### src/rtl/iir_coeff_loader.sv
// Coefficient shadow/active bank for the 2nd-order IIR filter; commits land on a sample boundary.
// Optional feature macro: GAIN_RAMP_EN (gain ramps toward the committed value instead of jumping).
module iir_coeff_loader #(
  parameter int COEFF_WIDTH    = 32,
  parameter int LOG_A0         = 30,
  parameter int LOG_UNITY_GAIN = 16,
  parameter int RAMP_STEP_LOG  = 8
) (
  input  logic                   clk,
  input  logic                   rst,
  input  logic                   wr_en,
  input  logic [2:0]             wr_addr,
  input  logic [COEFF_WIDTH-1:0] wr_data,
  input  logic                   commit,
  input  logic                   sample_tick,
  input  logic                   err_clr,
  output logic [COEFF_WIDTH-1:0] b0,
  output logic [COEFF_WIDTH-1:0] b1,
  output logic [COEFF_WIDTH-1:0] b2,
  output logic [COEFF_WIDTH-1:0] a1,
  output logic [COEFF_WIDTH-1:0] a2,
  output logic [COEFF_WIDTH-1:0] gain,
  output logic                   busy,
  output logic                   commit_done,
  output logic                   err
);

  localparam logic [COEFF_WIDTH-1:0] B0_RST   = COEFF_WIDTH'(1) << LOG_A0;
  localparam logic [COEFF_WIDTH-1:0] GAIN_RST = COEFF_WIDTH'(1) << LOG_UNITY_GAIN;

  if (RAMP_STEP_LOG >= COEFF_WIDTH) begin : g_bad_step
    $error("RAMP_STEP_LOG must be smaller than COEFF_WIDTH");
  end

`ifdef GAIN_RAMP_EN
  typedef enum logic [1:0] {IDLE, ARMED, APPLY, RAMP} state_t;
`else
  typedef enum logic [1:0] {IDLE, ARMED, APPLY} state_t;
`endif

  state_t state;
  logic   commit_q, tick_q;
  logic [COEFF_WIDTH-1:0] sh_b0, sh_b1, sh_b2, sh_a1, sh_a2, sh_gain;
  logic   wr_invalid, wr_blocked, wr_ok, commit_err, new_err;

  assign wr_invalid = wr_en && (wr_addr > 3'd5);
  assign wr_blocked = wr_en && ((state == ARMED) || (state == APPLY));
  assign wr_ok      = wr_en && !wr_invalid && !wr_blocked;
  assign commit_err = commit_q && (state != IDLE);
  assign new_err    = wr_invalid || wr_blocked || commit_err;

`ifdef GAIN_RAMP_EN
  localparam logic [COEFF_WIDTH-1:0] STEP_U    = COEFF_WIDTH'(1) << RAMP_STEP_LOG;
  localparam logic signed [COEFF_WIDTH:0] STEP_S = $signed({1'b0, STEP_U});
  logic [COEFF_WIDTH-1:0]        gain_target;
  logic signed [COEFF_WIDTH:0]   ramp_diff;

  // One extra bit so the difference of two extreme signed values cannot wrap.
  assign ramp_diff = $signed({gain_target[COEFF_WIDTH-1], gain_target})
                   - $signed({gain[COEFF_WIDTH-1], gain});
`endif

  always_ff @(posedge clk or posedge rst) begin
    if (rst) begin
      sh_b0   <= B0_RST;
      sh_b1   <= '0;
      sh_b2   <= '0;
      sh_a1   <= '0;
      sh_a2   <= '0;
      sh_gain <= GAIN_RST;
    end else if (wr_ok) begin
      case (wr_addr)
        3'd0:    sh_b0   <= wr_data;
        3'd1:    sh_b1   <= wr_data;
        3'd2:    sh_b2   <= wr_data;
        3'd3:    sh_a1   <= wr_data;
        3'd4:    sh_a2   <= wr_data;
        3'd5:    sh_gain <= wr_data;
        default: ;
      endcase
    end
  end

  // commit and sample_tick are registered first, so the FSM acts one edge after sampling them.
  always_ff @(posedge clk or posedge rst) begin
    if (rst) begin
      state       <= IDLE;
      commit_q    <= 1'b0;
      tick_q      <= 1'b0;
      b0          <= B0_RST;
      b1          <= '0;
      b2          <= '0;
      a1          <= '0;
      a2          <= '0;
      gain        <= GAIN_RST;
      busy        <= 1'b0;
      commit_done <= 1'b0;
      err         <= 1'b0;
`ifdef GAIN_RAMP_EN
      gain_target <= GAIN_RST;
`endif
    end else begin
      commit_q    <= commit;
      tick_q      <= sample_tick;
      commit_done <= 1'b0;
      err         <= new_err || (err && !err_clr);
      case (state)
        IDLE: begin
          if (commit_q) begin
            state <= ARMED;
            busy  <= 1'b1;
          end
        end
        ARMED: begin
          if (tick_q) state <= APPLY;
        end
        APPLY: begin
          b0 <= sh_b0;
          b1 <= sh_b1;
          b2 <= sh_b2;
          a1 <= sh_a1;
          a2 <= sh_a2;
`ifdef GAIN_RAMP_EN
          gain_target <= sh_gain;
          if (sh_gain == gain) begin
            state       <= IDLE;
            busy        <= 1'b0;
            commit_done <= 1'b1;
          end else begin
            state <= RAMP;
          end
`else
          gain        <= sh_gain;
          state       <= IDLE;
          busy        <= 1'b0;
          commit_done <= 1'b1;
`endif
        end
`ifdef GAIN_RAMP_EN
        RAMP: begin
          if (tick_q) begin
            if (ramp_diff > STEP_S) begin
              gain <= gain + STEP_U;
            end else if (ramp_diff < -STEP_S) begin
              gain <= gain - STEP_U;
            end else begin
              gain        <= gain_target;
              state       <= IDLE;
              busy        <= 1'b0;
              commit_done <= 1'b1;
            end
          end
        end
`endif
        default: begin
          state <= IDLE;
          busy  <= 1'b0;
        end
      endcase
    end
  end

endmodule

### config.mk
export PLATFORM = sky130hd
export DESIGN_NAME = iir_coeff_loader
export DESIGN_NICKNAME = d
export VERILOG_FILES = /design/src/rtl/iir_coeff_loader.sv
export SDC_FILE = /design/constraint.sdc
export NUM_CORES = 1
export LEC_CHECK = 0
export ABC_CLOCK_PERIOD_IN_PS = 17850
export CAP_MARGIN = 5
export CORE_ASPECT_RATIO = 1.4
export CORE_MARGIN = 3
export CORE_UTILIZATION = 50
export DETAILED_ROUTE_END_ITERATION = 6
export DONT_BUFFER_PORTS = 1
export PLACE_DENSITY = 0.63
export SLEW_MARGIN = 25
export SYNTH_ARGS = -nofsm -noshare
export SYNTH_HDL_FRONTEND = slang
export SYNTH_SLANG_ARGS = --single-unit
### constraint.sdc
create_clock -name clk -period 17.85 [get_ports clk]
set_input_delay 2.6775 -clock clk [delete_from_list [all_inputs] [get_ports clk]]
set_output_delay 2.6775 -clock clk [all_outputs]
set_load 0.05 [all_outputs]
==> flow_metrics.tcl <==
set metrics [dict create \
    crit_buf_inv 0 \
    multiInputGateArea_um2 4780 \
    antenna_found_initial 3 \
    first_iter_violations 317 \
    finalSetupViolCount 0 \
    critPathKind "in2reg" \
    htreeDepth 2 \
    antenna_left 0 \
    crit_path_max_fanout 32 \
    firstDrtPassIters 4 \
    gp_congestion 0.775 \
    async_flop_share 1.00 \
    period_needed_ns 3.93 \
    crit_path_start_kind "input pin" \
    area_growth_pct 10.8 \
    final_util 0.562 \
    relSlewSlack 0.331 \
    core_um2 29300 \
    clk_path_buf_depth 3 \
    die_x_um 152 \
    seq_area_um2 9790 \
    cts_tree "built" \
    max_cap_viol_count 0 \
    cpPeakStageDelay_ns 0.79 \
    syn_area_per_cell_um2 17.6 \
    grt_usage 0.188 \
    post_cts_resized 0 \
    synth.area.top_cells "dfrtp_1 (65%), mux2_2 (24%), mux2_4 (6.1%)" \
    yosys.area.top_type "dfrtp_1" \
    grt_pass1_vias 7684 \
    vias 6930 \
    ys_seq_area_frac 0.660 \
    cts_root_buffer "clkbuf_16" \
    tightestPinTransition_ns 1.00 \
    arrival_ns 4.33 \
    final_nets 894 \
    worstPathRequired_ns 18.24 \
    hp-class "reg2reg" \
    yosysMostFrequentCell "dfrtp_1" \
    slew_viol_final 0 \
    cts_sinks 391 \
    synth_cells 845 \
    post_cts_buffers 0 \
    status "finished, final reports clean" \
    syn_nets 890 \
    io_pins 236 \
    period_share 0.220 \
    drcViolationCount 0 \
    row_count 74 \
    io_buffers 0 \
    path_clk_slew_ns 0.06 \
    vias_per_cell 5.51 \
    grt_max_degree 164 \
    ys.flop_type "dfrtp_1" \
    hold_buffers 0 \
    yosysWarnings 0 \
    worstSetupEndpointType "flip-flop" \
    insertion_delay_ns 0.51 \
    drive_above_1_share 0.522 \
    synth_seq_cells 391 \
    synth_top_area_frac 0.653 \
    wire_per_inst_um 23.6 \
    synth_edf_count 0 \
    start_util 0.507 \
    dpl.hpwl_um 18800 \
    finalWirelength_um 29700 \
    syn_area_um2 14800 \
    cp_top_family "simple AND/OR/NAND/NOR gates" \
    n_fill_cell 2250 \
    rsz0062_at_grt "false" \
    die_h_um 210 \
    yosysUniqueCellTypes 28 \
    synthTopCellsByCount "dfrtp_1 (387), mux2_2 (317), mux2_4 (60)" \
    grt_pass1_wl_um 46400 \
    hold_viol_final 0 \
    die_area_um2 31800 \
    fin_tns_setup_ns 0 \
    fmax_mhz 254 \
    worstPathCellList "nor2b_4, nand3_2, mux2_1" \
    slowest_stage "nand3_2" \
    cts_buffers 37 \
    globalRouteOverflowTotal 0 \
    fin_skew_ns 0.00779 \
]
==> worst paths after layout <==
check	from	to	slack [ns]	cells after the start
min	sh_a2[24]	sh_a2[24]	0.49	1
min reg2reg	sh_a2[24]	sh_a2[24]	0.49	1
max	wr_en	sh_b1[19]	13.92	3
max in group asynchronous	rst	b2[25]	14.26	2
max reg2reg	state[0]	sh_b1[19]	15.18	5
min in group asynchronous	rst	sh_a1[9]	2.12	1
==> cell families (layout without fill, tap and decap cells) <==
family | count (synthesis) | in the layout | synth area share
flops | 391 | 391 | 0.660
simple gates | 12 | 12 | 0.00641
fa+ha+maj | 4 | 4 | 0.00337
mux | 385 | 385 | 0.307
other cells | 0 | 2 | 0
compound gates | 6 | 6 | 0.00270
buf+inv | 47 | 78 | 0.0205
==> per-stage QoR <==
| stage | cell area [um2] | instances | hold WS (ns) | setup WS (ns) |
|---|---|---|---|---|
| floorplan | 14800 | 845 | 0.452 | 4.31 |
| global placement | 15100 | 1190 | 0.465 | 13.36 |
| detailed placement | 15100 | 1190 | 0.482 | 13.30 |
| CTS | 16400 | 1256 | 0.498 | 13.87 |
| global route | 16400 | 1258 | 0.510 | 13.80 |
| finish | 16400 | 1258 | 0.491 | 13.92 |
==> layout make-up <==
type,count,share of cell area
antenna,2,0.000304
inverter,5,0.00190
sequential,391,0.595
multi-input combinational,407,0.291
clock buffer,52,0.0660
timing repair buffer,7,0.00419
tap,380,0.0289
clock inverter,14,0.0123
==> placed cells by master, fill, tap and decap left out, drive strengths merged, types with 2 or more instances in the layout <==
| master | Yosys | layout |
|---|---|---|
| dfrtp | 387 | 387 |
| mux2 | 385 | 385 |
| clkbuf | 3 | 52 |
| clkinv | 0 | 9 |
| buf | 39 | 7 |
| bufinv | 0 | 5 |
| inv | 5 | 5 |
| dfstp | 4 | 4 |
| ha | 4 | 4 |
| diode | 0 | 2 |
| nor2 | 2 | 2 |
| a21oi | 2 | 2 |
| nor2b | 2 | 2 |
==> worst reg2reg max path, stage by stage (launching register included) <==
cell and delay [ns]:
dfrtp_1 0.40, inv_1 0.12, ha_1 0.42, nor2_1 0.20
nand3_2 0.78, mux2_1 0.64
==> flip-flops by register name, indices dropped and copies added (netlist names), 2 cells and up <==
register and count:
a1 32, a2 32, b0 32, b1 32
b2 32, gain 32, sh_a1 32, sh_a2 32
sh_b0 32, sh_b1 32, sh_b2 32, sh_gain 32
state 2
==> metal layers <==
metal	vias up	global-route usage	part of all wire
met3	46	0.0728	0.089
met5	-	0	0.00044
li1	2992	-	-
met2	185	0.321	0.52
met1	3705	0.217	0.37
met4	2	0.0571	0.025
Power is not shown: default switching activity piles up to over one toggle a cycle in this logic, so the estimate is an artifact.
